`config.mk`:
```
export PLATFORM = sky130hd
export DESIGN_NAME = sdram_arbiter_flat
export DESIGN_NICKNAME = d
export VERILOG_FILES = /design/src/rtl/sdram_arbiter_if.sv /design/src/rtl/sdram_arbiter.sv /design/src/flat_wrapper.sv
export SDC_FILE = /design/constraint.sdc
export NUM_CORES = 1
export LEC_CHECK = 0
export BUFFER_PORTS_ARGS = -buffer_cell sky130_fd_sc_hd__buf_4
export CAP_MARGIN = 20
export CELL_PAD_IN_SITES_DETAIL_PLACEMENT = 1
export CELL_PAD_IN_SITES_GLOBAL_PLACEMENT = 2
export CORE_ASPECT_RATIO = 1.2
export CORE_MARGIN = 3
export CORE_UTILIZATION = 30
export CTS_BUF_LIST = sky130_fd_sc_hd__clkbuf_8
export CTS_CLUSTER_DIAMETER = 200
export DETAILED_ROUTE_END_ITERATION = 8
export GPL_TIMING_DRIVEN = 0
export PLACE_DENSITY = 0.88
export SLEW_MARGIN = 15
export SYNTH_ARGS = -nofsm -noshare
export SYNTH_HDL_FRONTEND = slang
export SYNTH_SLANG_ARGS = --single-unit
```
`constraint.sdc`:
```
create_clock -name clk -period 2.2 [get_ports clk]
set_clock_uncertainty 0.05 [all_clocks]
set_input_delay 0.11 -clock clk [delete_from_list [all_inputs] [get_ports clk]]
set_output_delay 0.11 -clock clk [all_outputs]
set_load 0.005 [all_outputs]
```
`src/rtl/sdram_arbiter_if.sv`:
```
// Client-side and controller-side signals of the SDRAM arbiter, bundled.
// The slave view belongs to the arbiter and the master view to whatever drives it.
interface sdram_arbiter_if #(
    parameter int ADDR_WIDTH = 23,
    parameter int DATA_WIDTH = 32
);
    logic [ADDR_WIDTH-1:0] dl_addr;
    logic [DATA_WIDTH-1:0] dl_data;
    logic                  dl_req;
    logic                  dl_ack;

    logic [ADDR_WIDTH-1:0] rd0_addr;
    logic                  rd0_req;
    logic                  rd0_ack;
    logic                  rd0_valid;
    logic [DATA_WIDTH-1:0] rd0_q;

    logic [ADDR_WIDTH-1:0] rd1_addr;
    logic                  rd1_req;
    logic                  rd1_ack;
    logic                  rd1_valid;
    logic [DATA_WIDTH-1:0] rd1_q;

    logic [ADDR_WIDTH-1:0] rd2_addr;
    logic                  rd2_req;
    logic                  rd2_ack;
    logic                  rd2_valid;
    logic [DATA_WIDTH-1:0] rd2_q;

    logic [ADDR_WIDTH-1:0] sdram_addr;
    logic [DATA_WIDTH-1:0] sdram_data;
    logic                  sdram_we;
    logic                  sdram_req;
    logic                  sdram_ack;
    logic                  sdram_valid;
    logic [DATA_WIDTH-1:0] sdram_q;

    modport slave (
        input  dl_addr, dl_data, dl_req,
        output dl_ack,
        input  rd0_addr, rd0_req,
        output rd0_ack, rd0_valid, rd0_q,
        input  rd1_addr, rd1_req,
        output rd1_ack, rd1_valid, rd1_q,
        input  rd2_addr, rd2_req,
        output rd2_ack, rd2_valid, rd2_q,
        output sdram_addr, sdram_data, sdram_we, sdram_req,
        input  sdram_ack, sdram_valid, sdram_q
    );

    modport master (
        output dl_addr, dl_data, dl_req,
        input  dl_ack,
        output rd0_addr, rd0_req,
        input  rd0_ack, rd0_valid, rd0_q,
        output rd1_addr, rd1_req,
        input  rd1_ack, rd1_valid, rd1_q,
        output rd2_addr, rd2_req,
        input  rd2_ack, rd2_valid, rd2_q,
        input  sdram_addr, sdram_data, sdram_we, sdram_req,
        output sdram_ack, sdram_valid, sdram_q
    );
endinterface

```
`src/rtl/sdram_arbiter.sv`:
```
// Single-outstanding SDRAM arbiter: one download write port with priority
// over three round-robin read ports.
module sdram_arbiter #(
    parameter int ADDR_WIDTH = 23,
    parameter int DATA_WIDTH = 32
) (
    input  logic             clk,
    input  logic             reset_n,
    sdram_arbiter_if.slave   bus
);
    typedef enum logic [1:0] {IDLE, REQ, WAIT} state_t;

    state_t                state_q, state_d;
    logic [1:0]            rr_q, rr_d;
    logic                  gnt_dl_q, gnt_dl_d;
    logic [1:0]            gnt_q, gnt_d;
    logic [ADDR_WIDTH-1:0] addr_q, addr_d;
    logic [DATA_WIDTH-1:0] data_q, data_d;
    logic                  we_q, we_d;
    logic [2:0]            valid_q, valid_d;
    logic [DATA_WIDTH-1:0] rdq_q [3];
    logic [DATA_WIDTH-1:0] rdq_d [3];

    logic [2:0]            rd_req;
    logic [ADDR_WIDTH-1:0] rd_addr [3];
    logic [1:0]            p0, p1, p2, pick;
    logic                  ack_en;

    function automatic logic [1:0] inc3(input logic [1:0] p);
        return (p == 2'd2) ? 2'd0 : p + 2'd1;
    endfunction

    assign rd_req     = {bus.rd2_req, bus.rd1_req, bus.rd0_req};
    assign rd_addr[0] = bus.rd0_addr;
    assign rd_addr[1] = bus.rd1_addr;
    assign rd_addr[2] = bus.rd2_addr;

    // Search starts at the pointer; the last match below has highest priority.
    assign p0 = rr_q;
    assign p1 = inc3(p0);
    assign p2 = inc3(p1);

    always_comb begin
        pick = p0;
        if (rd_req[p2]) pick = p2;
        if (rd_req[p1]) pick = p1;
        if (rd_req[p0]) pick = p0;
    end

    always_comb begin
        state_d  = state_q;
        rr_d     = rr_q;
        gnt_dl_d = gnt_dl_q;
        gnt_d    = gnt_q;
        addr_d   = addr_q;
        data_d   = data_q;
        we_d     = we_q;
        valid_d  = '0;
        rdq_d    = rdq_q;
        unique case (state_q)
            IDLE: begin
                if (bus.dl_req) begin
                    gnt_dl_d = 1'b1;
                    addr_d   = bus.dl_addr;
                    data_d   = bus.dl_data;
                    we_d     = 1'b1;
                    state_d  = REQ;
                end else if (|rd_req) begin
                    gnt_dl_d = 1'b0;
                    gnt_d    = pick;
                    addr_d   = rd_addr[pick];
                    data_d   = '0;
                    we_d     = 1'b0;
                    rr_d     = inc3(pick);
                    state_d  = REQ;
                end
            end
            REQ: begin
                if (bus.sdram_ack) state_d = we_q ? IDLE : WAIT;
            end
            WAIT: begin
                if (bus.sdram_valid) begin
                    rdq_d[gnt_q]   = bus.sdram_q;
                    valid_d[gnt_q] = 1'b1;
                    state_d        = IDLE;
                end
            end
            default: state_d = IDLE;
        endcase
    end

    always_ff @(posedge clk or negedge reset_n) begin
        if (!reset_n) begin
            state_q  <= IDLE;
            rr_q     <= 2'd0;
            gnt_dl_q <= 1'b0;
            gnt_q    <= 2'd0;
            addr_q   <= '0;
            data_q   <= '0;
            we_q     <= 1'b0;
            valid_q  <= '0;
            for (int i = 0; i < 3; i++) rdq_q[i] <= '0;
        end else begin
            state_q  <= state_d;
            rr_q     <= rr_d;
            gnt_dl_q <= gnt_dl_d;
            gnt_q    <= gnt_d;
            addr_q   <= addr_d;
            data_q   <= data_d;
            we_q     <= we_d;
            valid_q  <= valid_d;
            for (int i = 0; i < 3; i++) rdq_q[i] <= rdq_d[i];
        end
    end

    assign ack_en         = bus.sdram_ack && (state_q == REQ);
    assign bus.dl_ack     = ack_en && gnt_dl_q;
    assign bus.rd0_ack    = ack_en && !gnt_dl_q && (gnt_q == 2'd0);
    assign bus.rd1_ack    = ack_en && !gnt_dl_q && (gnt_q == 2'd1);
    assign bus.rd2_ack    = ack_en && !gnt_dl_q && (gnt_q == 2'd2);

    assign bus.rd0_valid  = valid_q[0];
    assign bus.rd1_valid  = valid_q[1];
    assign bus.rd2_valid  = valid_q[2];
    assign bus.rd0_q      = rdq_q[0];
    assign bus.rd1_q      = rdq_q[1];
    assign bus.rd2_q      = rdq_q[2];

    assign bus.sdram_req  = (state_q == REQ);
    assign bus.sdram_addr = addr_q;
    assign bus.sdram_data = data_q;
    assign bus.sdram_we   = we_q;
endmodule

```
`src/flat_wrapper.sv`:
```
// flat-port wrapper written by rule: the top's interface ports become plain ports
module sdram_arbiter_flat 
#(
    parameter int ADDR_WIDTH = 23,
    parameter int DATA_WIDTH = 32
)
  (clk, reset_n, bus_dl_addr, bus_dl_data, bus_dl_req, bus_dl_ack, bus_rd0_addr, bus_rd0_req, bus_rd0_ack, bus_rd0_valid, bus_rd0_q, bus_rd1_addr, bus_rd1_req, bus_rd1_ack, bus_rd1_valid, bus_rd1_q, bus_rd2_addr, bus_rd2_req, bus_rd2_ack, bus_rd2_valid, bus_rd2_q, bus_sdram_addr, bus_sdram_data, bus_sdram_we, bus_sdram_req, bus_sdram_ack, bus_sdram_valid, bus_sdram_q);
  sdram_arbiter_if #(.ADDR_WIDTH(ADDR_WIDTH), .DATA_WIDTH(DATA_WIDTH)) bus_i ();
  input  logic clk;
  input  logic reset_n;
  input wire logic [$bits(bus_i.dl_addr)-1:0] bus_dl_addr;
  input wire logic [$bits(bus_i.dl_data)-1:0] bus_dl_data;
  input wire logic [$bits(bus_i.dl_req)-1:0] bus_dl_req;
  output wire logic [$bits(bus_i.dl_ack)-1:0] bus_dl_ack;
  input wire logic [$bits(bus_i.rd0_addr)-1:0] bus_rd0_addr;
  input wire logic [$bits(bus_i.rd0_req)-1:0] bus_rd0_req;
  output wire logic [$bits(bus_i.rd0_ack)-1:0] bus_rd0_ack;
  output wire logic [$bits(bus_i.rd0_valid)-1:0] bus_rd0_valid;
  output wire logic [$bits(bus_i.rd0_q)-1:0] bus_rd0_q;
  input wire logic [$bits(bus_i.rd1_addr)-1:0] bus_rd1_addr;
  input wire logic [$bits(bus_i.rd1_req)-1:0] bus_rd1_req;
  output wire logic [$bits(bus_i.rd1_ack)-1:0] bus_rd1_ack;
  output wire logic [$bits(bus_i.rd1_valid)-1:0] bus_rd1_valid;
  output wire logic [$bits(bus_i.rd1_q)-1:0] bus_rd1_q;
  input wire logic [$bits(bus_i.rd2_addr)-1:0] bus_rd2_addr;
  input wire logic [$bits(bus_i.rd2_req)-1:0] bus_rd2_req;
  output wire logic [$bits(bus_i.rd2_ack)-1:0] bus_rd2_ack;
  output wire logic [$bits(bus_i.rd2_valid)-1:0] bus_rd2_valid;
  output wire logic [$bits(bus_i.rd2_q)-1:0] bus_rd2_q;
  output wire logic [$bits(bus_i.sdram_addr)-1:0] bus_sdram_addr;
  output wire logic [$bits(bus_i.sdram_data)-1:0] bus_sdram_data;
  output wire logic [$bits(bus_i.sdram_we)-1:0] bus_sdram_we;
  output wire logic [$bits(bus_i.sdram_req)-1:0] bus_sdram_req;
  input wire logic [$bits(bus_i.sdram_ack)-1:0] bus_sdram_ack;
  input wire logic [$bits(bus_i.sdram_valid)-1:0] bus_sdram_valid;
  input wire logic [$bits(bus_i.sdram_q)-1:0] bus_sdram_q;
  assign bus_i.dl_addr = bus_dl_addr;
  assign bus_i.dl_data = bus_dl_data;
  assign bus_i.dl_req = bus_dl_req;
  assign bus_dl_ack = bus_i.dl_ack;
  assign bus_i.rd0_addr = bus_rd0_addr;
  assign bus_i.rd0_req = bus_rd0_req;
  assign bus_rd0_ack = bus_i.rd0_ack;
  assign bus_rd0_valid = bus_i.rd0_valid;
  assign bus_rd0_q = bus_i.rd0_q;
  assign bus_i.rd1_addr = bus_rd1_addr;
  assign bus_i.rd1_req = bus_rd1_req;
  assign bus_rd1_ack = bus_i.rd1_ack;
  assign bus_rd1_valid = bus_i.rd1_valid;
  assign bus_rd1_q = bus_i.rd1_q;
  assign bus_i.rd2_addr = bus_rd2_addr;
  assign bus_i.rd2_req = bus_rd2_req;
  assign bus_rd2_ack = bus_i.rd2_ack;
  assign bus_rd2_valid = bus_i.rd2_valid;
  assign bus_rd2_q = bus_i.rd2_q;
  assign bus_sdram_addr = bus_i.sdram_addr;
  assign bus_sdram_data = bus_i.sdram_data;
  assign bus_sdram_we = bus_i.sdram_we;
  assign bus_sdram_req = bus_i.sdram_req;
  assign bus_i.sdram_ack = bus_sdram_ack;
  assign bus_i.sdram_valid = bus_sdram_valid;
  assign bus_i.sdram_q = bus_sdram_q;
  sdram_arbiter #(.ADDR_WIDTH(ADDR_WIDTH), .DATA_WIDTH(DATA_WIDTH)) u_core (.clk(clk), .reset_n(reset_n), .bus(bus_i));
endmodule
```
# After elaboration in Yosys (flattened, before gate mapping)
# Cells that the tools add are included.
[classes]
eq_ne = 10
n_addsub = 3
reduce_logical = 17
bitwise_logic = 3
muxes = 34
order_cmp = 8
[op_table]
columns = ["operator", "n"]
rows = [
  ["96-bit bitwise mux", 1],
  ["32-bit two-way mux", 3],
  ["23-bit two-way mux", 4],
  ["32-bit demux with 2-bit select", 1],
  ["23-bit binary-select mux with 2-bit select", 1],
  ["2-bit two-way mux", 11],
  ["2-bit by 3-bit < comparator with 1-bit output (second input constant)", 4],
  ["2-bit == test (second input constant)", 5],
  ["1-bit logical AND", 8],
  ["2-bit by 1-bit adder with 2-bit output (second input constant)", 3],
  ["1-bit binary-select mux with 2-bit select", 3],
  ["3-bit >= comparator (second input constant)", 2],
  ["1-bit two-way mux", 6],
  ["3-bit two-way mux", 2],
  ["2-bit NOT with 3-bit output", 2],
  ["2-bit case mux with 3 select lines", 1],
  ["3-bit AND reduction", 2],
  ["2-bit by 1-bit == test with 1-bit output (second input constant)", 2],
  ["2-bit zero test", 2],
  ["2-bit AND reduction", 2],
  ["3-bit by 1-bit < comparator with 1-bit output (second input constant)", 1],
  ["3-bit by 2-bit != test with 1-bit output (second input constant)", 1],
  ["3-bit OR reduction", 1],
  ["1-bit demux with 2-bit select", 1],
  ["other kinds (6)", 6],
]
[word_totals]
elab_cells = 85
register_bits = 161

# Logic depth before layout (Yosys ltp)
[logic_depth]
depth_word = 15
mapped_depth = 8
ltp_nobuf = 5

# Worst setup path after synthesis
# OpenSTA, ideal clock, no wires.
[synth_timing]
kind = "flip-flop to flip-flop"
startpoint = "reg u_core.rr_q[0] (netlist: u_core.p0[0])"
endpoint = "reg u_core.addr_q[10] (netlist: u_core.bus.sdram_addr[10])"
arrival_time_ns = 1.659
t_required_ns = 2.064
stages_incl_launch_ff = 9
setup_ns = 0.086
setup_slack_ns = 0.405
path_buffers = 3
cell_sequence = "dfrtp_1 inv_2 o21ai_1 a32o_1 buf_6 or3_1 buf_2 buf_6 o221ai_2"
[synth_via]
elab_chain_cells = 15
[synth_lines]
columns = ["element", "line", "source"]
rows = [
  ["from (decl)", "sdram_arbiter.sv:14", "logic [1:0] rr_q, rr_d;"],
  ["from (signal assigned)", "sdram_arbiter.sv:105", "rr_q <= rr_d;"],
  ["2-bit by 1-bit adder with 2-bit output / 2-bit == test (equally long branches)", "sdram_arbiter.sv:30", "return (p == 2'd2) ? 2'd0 : p + 2'd1;"],
  ["2-bit two-way mux", "sdram_arbiter.sv:30", ""],
  ["2-bit by 1-bit adder with 2-bit output / 2-bit == test (equally long branches)", "sdram_arbiter.sv:30", ""],
  ["2-bit two-way mux", "sdram_arbiter.sv:30", ""],
  ["1-bit binary-select mux with 2-bit select", "sdram_arbiter.sv:45", "if (rd_req[p2]) pick = p2;"],
  ["1-bit two-way mux (not written as such)", "sdram_arbiter.sv:45", ""],
  ["2-bit two-way mux", "sdram_arbiter.sv:45", ""],
  ["2-bit two-way mux", "sdram_arbiter.sv:46", "if (rd_req[p1]) pick = p1;"],
  ["2-bit two-way mux (*)", "sdram_arbiter.sv:47", "if (rd_req[p0]) pick = p0;"],
  ["2-bit NOT with 3-bit output (not written as such) (*)", "sdram_arbiter.sv:71", "addr_d = rd_addr[pick];"],
  ["23-bit binary-select mux with 2-bit select (*)", "sdram_arbiter.sv:71", ""],
  ["23-bit two-way mux (not written as such) (*) (2 in series)", "sdram_arbiter.sv:71", ""],
  ["23-bit two-way mux (*)", "sdram_arbiter.sv:68", "end else if (|rd_req) begin"],
  ["23-bit two-way mux (*)", "sdram_arbiter.sv:62", "if (bus.dl_req) begin"],
  ["to (signal assigned)", "sdram_arbiter.sv:108", "addr_q <= addr_d;"],
  ["to (decl)", "sdram_arbiter.sv:17", "logic [ADDR_WIDTH-1:0] addr_q, addr_d;"],
]
# Every way passes the cells marked *; elsewhere a longest branch is shown, timed or not. The select of a mux whose other input is x is not followed.
# A chain may end at the register's enable or synchronous reset.

# Worst setup path after layout
[layout_timing]
startpoint = "reg u_core.state_q[0]"
endpoint = "reg u_core.rdq_q (netlist bit u_core.bus.rd2_q[21])"
[layout_via]
elab_chain_cells = 2
[layout_lines]
columns = ["element", "line", "source"]
rows = [
  ["from (decl)", "sdram_arbiter.sv:13", "state_t state_q, state_d;"],
  ["from (signal assigned)", "sdram_arbiter.sv:104", "state_q <= state_d;"],
  ["2-bit == test", "sdram_arbiter.sv:60", "unique case (state_q)"],
  ["2-bit AND reduction (no source line)", "-", ""],
  ["to (decl)", "sdram_arbiter.sv:21", "logic [DATA_WIDTH-1:0] rdq_q [3];"],
]
# Every way passes these cells.

==> results.cfg <==
[outcome]
status = finished, final reports clean

[sta]
drv_slew = 0
final_hold_viol_count = 0
fin_crit_sh = 0.924
finalCriticalPeriod_ns = 2.03
rsz0062_at_grt = no
whs_ns = 0.0740
slew_headroom = 0.601
setup_violations = 0
fmax_mhz = 492
worst_pin_slew_ns = 0.599

[min_path]
worstHoldStart = bus_rd1_req
hp-class = in -> reg

[floorplanning]
io_pins = 324
dieArea_sq_um = 23800
die_x_microns = 141
start_util = 0.310
core_sq_um = 21300
die_h_microns = 168
num_rows = 58

[clocking]
clk_pin_slew_worst_paths_ns = 0.09
post_cts_buffers = 0
clk_root_buffer_cell = clkbuf_8
cts.sinks = 161
cts_buffer_depth = 2
cts_tree = built
cts_buffers = 17
clk_latency_ns = 0.43
h-tree-depth = 4

[synth]
synth_top_cell_by_area = dfrtp_1
ys_async_sr_fraction = 1.00
synth_edf_count = 0
synth_cells = 455
synth_cell_type_count = 34
postSynthAreaPerCell_sq_um = 14.5
ys_warn_count = 0
synth_nets = 619
yosysSeqAreaShare = 0.611
synth_top_cell_area_share = 0.611
synthTopCellsByCount = 161 x dfrtp_1, 96 x mux2_2, 33 x a22o_1
post-synth-top-count-cell = dfrtp_1
yosys-top-cells-area = dfrtp_1 61%, mux2_2 16%, a22o_1 4.4%, o221ai_2 4.3%, mux2i_1 3.5%
ys_seq_elements = 161
syn_area_sq_um = 6590
ys.flop_type = dfrtp_1

[routing]
vias = 5968
drc = 0
first_pass_iters = 4
ant_nets = 0
drtIter0Drc = 148
via_per_inst = 4.79
wl_per_cell_microns = 20.6
routed_wl_mm = 25.6

[power]
power_mw = 13.1
p_sw_mw = 4.41
power_frac_comb = 0.427
switching_share = 0.336
clockPowerShare = 0.181
leakagePower_nw = 5.74
irDropWorstVdd_mv = 0.548
powerDensity_nw_per_um2 = 1140
p_int_mw = 8.70
p_seq_frac = 0.392

[finish]
nets = 1124
final_core_util = 0.541
drive_above_1_share = 0.511
final_cell_area_sq_um = 11500
area_growth_pct = 74.3

[global_route]
grt_max_degree = 103
grtUsageTotal = 0.213
grt_pass1_wl_mm = 39.5
antenna_found_initial = 3
grt_pass1_vias = 6919
grt_overflow = 0

[worst_setup_path]
r2r_start = u_core.state_q[0]$_DFFE_PN0P_
cp-end-kind = flip-flop
cp_data_arrival_time_ns = 2.30
critical_path.startpoint = u_core.state_q[0]$_DFFE_PN0P_
path_class = reg -> reg
cp_slowest_cell = dfrtp_1
r2r_setup_slack_ns = 0.17
startpoint_type = flip-flop
crit_path_max_incr_delay_ns = 0.46
critPathMaxFanout = 10
path_cells = nand3b_1 > nor2_1 > buf_2 > mux2_2
required_ns = 2.46

[placement]
postPlaceCellArea_sq_um = 9420
gp_congestion = 0.767
hpwl_mm = 17.0
port_buffers = 323

[run]
max_cap_violations = 0
metrics by stage:
stage | setup WS (ns) | cells | TNS [ns]
2_1_floorplan | 0.405 | 455 | 0
3_3_place_gp | -0.348 | 1048 | -10.23
3_5_place_dp | -0.0186 | 1050 | -0.113
4_1_cts | 0.0626 | 1242 | 0
5_1_grt | 0.00990 | 1245 | 0
6_report | 0.167 | 1245 | 0
layout make-up:
| cell class | count | area [sq um] |
|---|---|---|
| fillers | 2150 | 9770 |
| flip-flops and latches | 161 | 4030 |
| plain buffers | 28 | 148 |
| diodes | 3 | 7.51 |
| well taps | 270 | 338 |
| multi-input cells | 238 | 2340 |
| clock buffers | 17 | 234 |
| clock inverters | 14 | 191 |
| repair buffers | 486 | 4100 |
| inverters | 28 | 105 |
power by group through the flow:
stage / clock [mW] / sequential (mW) / combinational [mW]
finish: 2.38 / 5.14 / 5.60
global placement: 0 / 5.05 / 5.13
floorplan: 0 / 5.06 / 2.16
CTS: 2.45 / 5.08 / 5.56
global route: 2.57 / 5.29 / 6.05
detailed placement: 0 / 5.12 / 5.28
layout by cell type (no fill, tap or decap), types with 2 or more instances in the layout:
master         instances
a21o_1                 2
a22o_1                33
a22oi_1               22
buf_1                  2
buf_16                 2
buf_2                 13
buf_4                322
buf_6                  3
bufinv_16              3
clkbuf_1               7
clkbuf_2               3
clkbuf_8              17
clkinvlp_4             2
dfrtp_1              160
diode_2                3
dlygate4sd3_1        161
inv_1                 27
inv_6                  5
inv_8                  3
mux2_2                96
mux2i_1               21
mux2i_2                2
nand2_1                5
nand2b_1               2
nand3b_1               2
nor2_1                 8
nor2b_1                3
o21ai_0                2
o21ai_1                2
o221ai_1               3
o221ai_2              19
or3_1                  2
critical path, delay by kind of cell (launching register included):
| family | cells | cell delay, ns |
|---|---|---|
| multiplexers | 1 | 0.38 |
| AND/OR/NAND/NOR | 2 | 0.66 |
| buffers and inverters | 1 | 0.36 |
| flip-flops | 1 | 0.46 |
layer usage:
metal  track usage  wire [microns]  up-vias  part of all wire
li1              -               -     2694                 -
met1         0.236            9490     2960              0.37
met2         0.387           13500      267              0.53
met3        0.0582            1860       47             0.072
met4        0.0750             794        0             0.031
met5             0               0        -                 0
flip-flops by register name, indices dropped and copies added, names as in the netlist, 2 cells and up:
register               cells
u_core.valid_q             3
u_core.bus.rd2_q          32
u_core.bus.rd0_q          32
u_core.gnt_q               2
u_core.bus.rd1_q          32
u_core.state_q             2
u_core.p0                  2
u_core.bus.sdram_data     32
u_core.bus.sdram_addr     23
kinds of logic (layout without fill, tap and decap cells):
family | Yosys count | after routing | synth area share
compound gates | 91 | 91 | 0.131
buf+inv | 56 | 573 | 0.0378
flops | 161 | 161 | 0.611
mux | 119 | 119 | 0.199
other cells | 0 | 3 | 0
simple gates | 28 | 28 | 0.0214
worst paths after layout:
path,depth (start not counted),end
max in group asynchronous,4,u_core.gnt_dl_q$_DFFE_PN0P_
setup reg to reg,4,u_core.bus.rd2_q[21]$_DFFE_PN0P_
setup / recovery,4,u_core.bus.rd2_q[21]$_DFFE_PN0P_
min in group asynchronous,3,u_core.bus.rd0_q[22]$_DFFE_PN0P_
hold reg to reg,1,u_core.bus.sdram_data[22]$_DFFE_PN0P_
hold / removal,3,u_core.p0[0]$_DFFE_PN0P_
what timing repair did:
| item | CTS | global route |
|---|---|---|
| endpoints found under the hold margin | 256 | 1 |
| hold buffers | 161 | 1 |
| endpoints found under the setup margin | 29 | 49 |
| resized for setup | 1 | 8 |
(Power assumes the default switching activity.)
